**src/rtl/event_led_stretcher_if.sv**
```systemverilog
// Event/LED signal bundle between game logic (master) and the LED stretcher (slave).
interface event_led_stretcher_if #(
    parameter int unsigned PEND_W = 3
);
    logic              event_pulse;
    logic              clr_overflow;
    logic              led_out;
    logic              busy;
    logic [PEND_W-1:0] pending;
    logic              overflow;

    modport master (
        output event_pulse, clr_overflow,
        input  led_out, busy, pending, overflow
    );

    modport slave (
        input  event_pulse, clr_overflow,
        output led_out, busy, pending, overflow
    );
endinterface

```
**src/rtl/event_led_stretcher.sv**
```systemverilog
// Stretches single-cycle game-event pulses into visible LED flashes with an enforced dark gap,
// queueing events that arrive mid-flash and replaying them in order.
module event_led_stretcher #(
    parameter int unsigned TICK_DIV  = 10_000_000,
    parameter int unsigned ON_TICKS  = 3,
    parameter int unsigned OFF_TICKS = 2,
    parameter int unsigned PEND_W    = 3
) (
    input logic                  clk_fpga,
    input logic                  reset_n,
    event_led_stretcher_if.slave bus
);
    localparam int unsigned PreW     = $clog2(TICK_DIV);
    localparam int unsigned MaxTicks = (ON_TICKS > OFF_TICKS) ? ON_TICKS : OFF_TICKS;
    localparam int unsigned TickW    = $clog2(MaxTicks + 1);

    localparam logic [PreW-1:0]   PreLast = PreW'(TICK_DIV - 1);
    localparam logic [TickW-1:0]  OnLast  = TickW'(ON_TICKS - 1);
    localparam logic [TickW-1:0]  OffLast = TickW'(OFF_TICKS - 1);
    localparam logic [PEND_W-1:0] PendMax = '1;

    typedef enum logic [1:0] {StIdle, StOn, StGap} state_e;

    state_e            state_q;
    logic [PreW-1:0]   pre_q;
    logic [TickW-1:0]  tick_cnt_q;
    logic [PEND_W-1:0] pending_q, pending_d;
    logic              overflow_q;
    logic              led_q;
    logic              busy_q;

    logic tick, on_end, gap_end, drop;

    always_comb begin
        tick    = (pre_q == PreLast);
        on_end  = (state_q == StOn) && tick && (tick_cnt_q == OnLast);
        gap_end = (state_q == StGap) && tick && (tick_cnt_q == OffLast);

        pending_d = pending_q;
        drop      = 1'b0;
        if ((state_q != StIdle) && bus.event_pulse) begin
            // At gap end an event either cancels the dequeue or starts the next flash directly.
            if (gap_end) begin
                pending_d = pending_q;
            end else if (pending_q == PendMax) begin
                drop = 1'b1;
            end else begin
                pending_d = pending_q + PEND_W'(1);
            end
        end else if (gap_end && (pending_q != '0)) begin
            pending_d = pending_q - PEND_W'(1);
        end
    end

    always_ff @(posedge clk_fpga or negedge reset_n) begin
        if (!reset_n) begin
            state_q    <= StIdle;
            pre_q      <= '0;
            tick_cnt_q <= '0;
            pending_q  <= '0;
            overflow_q <= 1'b0;
            led_q      <= 1'b0;
            busy_q     <= 1'b0;
        end else begin
            pending_q <= pending_d;
            if (drop) begin
                overflow_q <= 1'b1;
            end else if (bus.clr_overflow) begin
                overflow_q <= 1'b0;
            end

            pre_q <= tick ? '0 : pre_q + PreW'(1);
            if (tick) begin
                tick_cnt_q <= tick_cnt_q + TickW'(1);
            end

            // Timers restart on every state entry so each phase has an exact length.
            unique case (state_q)
                StIdle: begin
                    pre_q      <= '0;
                    tick_cnt_q <= '0;
                    if (bus.event_pulse) begin
                        state_q <= StOn;
                        led_q   <= 1'b1;
                        busy_q  <= 1'b1;
                    end
                end
                StOn: begin
                    if (on_end) begin
                        state_q    <= StGap;
                        led_q      <= 1'b0;
                        pre_q      <= '0;
                        tick_cnt_q <= '0;
                    end
                end
                StGap: begin
                    if (gap_end) begin
                        pre_q      <= '0;
                        tick_cnt_q <= '0;
                        if ((pending_q != '0) || bus.event_pulse) begin
                            state_q <= StOn;
                            led_q   <= 1'b1;
                        end else begin
                            state_q <= StIdle;
                            busy_q  <= 1'b0;
                        end
                    end
                end
                default: begin
                    state_q <= StIdle;
                    led_q   <= 1'b0;
                    busy_q  <= 1'b0;
                end
            endcase
        end
    end

    assign bus.led_out  = led_q;
    assign bus.busy     = busy_q;
    assign bus.pending  = pending_q;
    assign bus.overflow = overflow_q;
endmodule
```
**src/flat_wrapper.sv**
```systemverilog
// flat-port wrapper written by rule: the top's interface ports become plain ports
module event_led_stretcher_flat 
#(
    parameter int unsigned TICK_DIV  = 10_000_000,
    parameter int unsigned ON_TICKS  = 3,
    parameter int unsigned OFF_TICKS = 2,
    parameter int unsigned PEND_W    = 3
)
  (clk_fpga, reset_n, bus_event_pulse, bus_clr_overflow, bus_led_out, bus_busy, bus_pending, bus_overflow);
  event_led_stretcher_if #(.PEND_W(PEND_W)) bus_i ();
  input logic clk_fpga;
  input logic reset_n;
  input wire logic [$bits(bus_i.event_pulse)-1:0] bus_event_pulse;
  input wire logic [$bits(bus_i.clr_overflow)-1:0] bus_clr_overflow;
  output wire logic [$bits(bus_i.led_out)-1:0] bus_led_out;
  output wire logic [$bits(bus_i.busy)-1:0] bus_busy;
  output wire logic [$bits(bus_i.pending)-1:0] bus_pending;
  output wire logic [$bits(bus_i.overflow)-1:0] bus_overflow;
  assign bus_i.event_pulse = bus_event_pulse;
  assign bus_i.clr_overflow = bus_clr_overflow;
  assign bus_led_out = bus_i.led_out;
  assign bus_busy = bus_i.busy;
  assign bus_pending = bus_i.pending;
  assign bus_overflow = bus_i.overflow;
  event_led_stretcher #(.TICK_DIV(TICK_DIV), .ON_TICKS(ON_TICKS), .OFF_TICKS(OFF_TICKS), .PEND_W(PEND_W)) u_core (.clk_fpga(clk_fpga), .reset_n(reset_n), .bus(bus_i));
endmodule
```
**config.mk**
```make
export PLATFORM = sky130hd
export DESIGN_NAME = event_led_stretcher_flat
export DESIGN_NICKNAME = d
export VERILOG_FILES = /design/src/rtl/event_led_stretcher_if.sv /design/src/rtl/event_led_stretcher.sv /design/src/flat_wrapper.sv
export SDC_FILE = /design/constraint.sdc
export NUM_CORES = 1
export LEC_CHECK = 0
export BUFFER_PORTS_ARGS = -buffer_cell sky130_fd_sc_hd__buf_2
export CORE_UTILIZATION = 29
export DETAILED_ROUTE_END_ITERATION = 8
export HOLD_SLACK_MARGIN = 0.1
export PLACE_DENSITY = 0.43
export REMOVE_ABC_BUFFERS = 1
export SETUP_SLACK_MARGIN = 0.2
export SLEW_MARGIN = 40
export SYNTH_ARGS = -nofsm -noshare
export SYNTH_HDL_FRONTEND = slang
export SYNTH_SLANG_ARGS = --single-unit
export TNS_END_PERCENT = 30
```
**constraint.sdc**
```tcl
create_clock -name clk_fpga -period 2.35 [get_ports clk_fpga]
set_clock_uncertainty 0.05 [all_clocks]
set_input_delay 0.235 -clock clk_fpga [delete_from_list [all_inputs] [get_ports clk_fpga]]
set_output_delay 0.235 -clock clk_fpga [all_outputs]
set_load 0.005 [all_outputs]
```
==> impl_summary.log <==
INFO  metric maximum_number_of_pins_on_one_net_before_global_route_repair = 23
INFO  metric cts_tree = done
INFO  metric max-cap-violations = 0
INFO  metric synth_seq_cells = 34
INFO  metric die_width = approximately 84 µm
INFO  metric setup_total_negative_slack = 0 ns
INFO  metric flip_flop_and_latch_area = approximately 850 µm²
INFO  metric timing.final.crit_share = between 80% and 90%
INFO  metric fmax = approximately 480 MHz
INFO  metric fillerInstances = around 650
INFO  metric timing.critical_path.fanout_max = 6
INFO  metric synth-edff-count = 0
INFO  metric placementRows = 29
INFO  metric detailedRoute.firstPassIterationCount = 5
INFO  metric stdcell_area = between 2000 and 2500 µm²
INFO  metric netlist_area_pre_place = between 1500 and 2000 µm²
INFO  metric period_needed = 2.069 ns
INFO  metric seq_area_frac_synth = ~44%
INFO  metric max-slew-margin-rel = about two thirds
INFO  metric synthToLayoutAreaGrowth = 18.05%
INFO  metric gp_weighted_congestion = approximately 0.78
INFO  metric routed-via-count = about 1500
INFO  metric synthDistinctLibCells = 44
INFO  metric yosysTopAreaCell = sky130_fd_sc_hd__dfrtp_1
INFO  metric ios = 10
INFO  metric place_area = around 2100 µm²
INFO  metric grt_pass1_wl = between 7000 and 8000 µm
INFO  metric synth-async-reset-ratio = between 90% and 100%
INFO  metric dieHeight = around 84 µm
INFO  metric clock_insertion_delay_worst_skew = between 0.2 and 0.3 ns
INFO  metric crit_path_start_kind = register
INFO  metric post-route-drc-count = 0
INFO  metric synth_top_cells_by_area = sky130_fd_sc_hd__dfrtp_1, sky130_fd_sc_hd__xnor2_1, sky130_fd_sc_hd__nor2_1
INFO  metric clock_edge_transition_at_the_registers_on_the_reported_setup_and_hold_paths = ~0.070 ns
INFO  metric diodes = 0
INFO  metric hold_path.class = primary input to register
INFO  metric syn_avg_cell_area = a little over 9 µm²
INFO  metric final_util = 35.76%
INFO  metric core-area = ~6400 µm²
INFO  metric synthCells = 207
INFO  metric peakVddDrop = about 0.32 mV
INFO  metric outcome = finished, final reports clean
INFO  metric power.density_cell_area = ~680 nW/µm²
INFO  metric rsz0062_at_grt = false
INFO  metric first_global_vias = 1588
INFO  metric placement.io_buffers = 9
INFO  metric post-synth-top-count-cell = sky130_fd_sc_hd__dfrtp_1
INFO  metric floorplan.initialDensity = 30.29%
INFO  metric finalMaxSlewViolations = 0
INFO  metric drive_gt1_share = between 10% and 20%
INFO  metric cts.path.max_buffers = 2
INFO  metric required = 2.50 ns
INFO  metric routed_wl = around 4400 µm
INFO  metric ant_nets = 0
INFO  metric synthFlopType = sky130_fd_sc_hd__dfrtp_1
INFO  metric area_of_the_multi_input_gates = roughly 1000 µm²
INFO  metric cts_made_buffers = 5
INFO  metric die_area = about 7000 µm²
INFO  metric post_drt_wl_per_cell = approximately 14 µm
INFO  metric number_of_setup_violations_in_the_final_report = 0
INFO  metric cellLeakagePower = 0.9772 nW
INFO  metric clock-sinks = 34
INFO  metric grt_antenna_before_repair = 0
INFO  metric critical_path.endpoint_type = register
INFO  metric max_slew.worst_pin.slew = between 0.5 and 0.6 ns
INFO  metric synth.top_cells.by_count = sky130_fd_sc_hd__dfrtp_1, sky130_fd_sc_hd__nor2_1, sky130_fd_sc_hd__xnor2_1
INFO  metric viasPerCell = about 5
INFO  metric grt.overflow.total = 0
INFO  metric cp_data_arrival_time = 2.21 ns
INFO  metric yosysTopAreaCellShare = a little over two fifths
INFO  metric critPathKind = register to register
INFO  metric cts.root.buffer_cell = sky130_fd_sc_hd__clkbuf_8
INFO  metric synth-warning-count = 0
INFO  metric design.final.nets = around 240
INFO  metric hold_violations = 0
INFO  metric global_route.usage.total = between 10% and 20%
INFO  metric cts_htree_levels = 2
INFO  metric dp.final_hpwl = roughly 3100 µm
INFO  metric iter_0_drt_violations = 71
## area by class of cell
class / instances / area share, %
clock inverter: 1 / 0.2192
clock buffer: 7 / 3.781
sequential: 34 / 37.26
tap: 77 / 4.219
multi-input combinational: 152 / 44.33
timing repair buffer: 22 / 7.890
inverter: 14 / 2.301
## metrics by stage
step | setup WS, ns | hold slack [ns] | total power, mW | instances
after floorplan | 0.1060 | -0.1106 | 0.9741 | 200
after detailed placement | 0.08660 | 0.1980 | 1.111 | 295
final | 0.2815 | 0.2714 | 1.554 | 307
after CTS | 0.2555 | 0.2543 | 1.574 | 305
after global placement | 0.1419 | 0.3294 | 1.103 | 294
after global routing | 0.1785 | 0.2839 | 1.659 | 307
## sequential cells by signal, indices dropped and copies added, names as in the netlist
| name | count |
|---|---|
| u_core.tick_cnt_q | 2 |
| u_core.bus.busy | 1 |
| u_core.pre_q | 24 |
| u_core.bus.pending | 3 |
| u_core.bus.overflow | 1 |
| u_core.state_q | 2 |
| u_core.bus.led_out | 1 |
## power breakdown
group	leakage, nW	internal [mW]	switching (mW)	total (mW)
Sequential	0.441	0.652	0.107	0.759
Clock	0.0482	0.237	0.215	0.451
Combinational	0.488	0.168	0.176	0.343
Total	0.977	1.06	0.498	1.55
## critical path, cell delays in order (launching register included)
cell,delay [ns]
sky130_fd_sc_hd__dfrtp_1,0.44
sky130_fd_sc_hd__or4_1,0.59
sky130_fd_sc_hd__nor4_2,0.26
sky130_fd_sc_hd__and2_2,0.26
sky130_fd_sc_hd__o32ai_2,0.11
sky130_fd_sc_hd__a221oi_2,0.27
## cells by family (layout without fill, tap and decap cells)
| kind of cell | Yosys count | count (layout) | synth area share [%] |
|---|---|---|---|
| fa+ha+maj | 4 | 4 | 2.976 |
| compound gates | 25 | 25 | 9.896 |
| flops | 34 | 34 | 43.98 |
| simple gates | 100 | 100 | 27.49 |
| xor+xnor | 22 | 22 | 9.961 |
| buf+inv | 21 | 44 | 5.110 |
| mux | 1 | 1 | 0.5821 |
## placed cells by master, fill, tap and decap left out, types with 3 or more instances in the layout
master	netlist	final
sky130_fd_sc_hd__dfrtp_1	34	34
sky130_fd_sc_hd__nor2_1	30	30
sky130_fd_sc_hd__xnor2_1	16	16
sky130_fd_sc_hd__inv_1	13	13
sky130_fd_sc_hd__nand3_1	13	13
sky130_fd_sc_hd__nand2_1	12	11
sky130_fd_sc_hd__nor3_1	12	11
sky130_fd_sc_hd__buf_2	4	9
sky130_fd_sc_hd__buf_4	0	9
sky130_fd_sc_hd__nand4_1	7	7
sky130_fd_sc_hd__xor2_1	6	6
sky130_fd_sc_hd__clkbuf_8	0	6
sky130_fd_sc_hd__o21ai_0	5	5
sky130_fd_sc_hd__and3_1	4	4
sky130_fd_sc_hd__and4_1	3	3
sky130_fd_sc_hd__a21oi_1	3	3
## layer usage
metal	global-route usage (%)	vias to the layer above	routed length (µm)
met5	0	-	0
met4	4.468	0	40
met3	3.066	5	114
met2	21.36	19	1868
met1	18.36	740	2339
li1	-	776	-
## final timing paths
path | start | to | cells past startpoint | slack (ns)
setup reg to reg | u_core.pre_q[7] | u_core.bus.pending[2] | 5 | 0.28
hold / removal | bus_event_pulse | u_core.bus.busy | 3 | 0.27
setup / recovery | u_core.pre_q[7] | u_core.bus.pending[2] | 5 | 0.28
max in group asynchronous | reset_n | u_core.pre_q[8] | 3 | 1.38
hold reg to reg | u_core.bus.led_out | u_core.bus.led_out | 2 | 0.46
min in group asynchronous | reset_n | u_core.bus.led_out | 2 | 0.40
## what timing repair did
item	in CTS	in global routing
hold buffers	2	0
resized for setup	3	4
buffers inserted	0	2
pin swaps	1	2
hold endpoints to repair	20	0
endpoints found under the setup margin	27	26
Power figures use the tool's default switching activity.
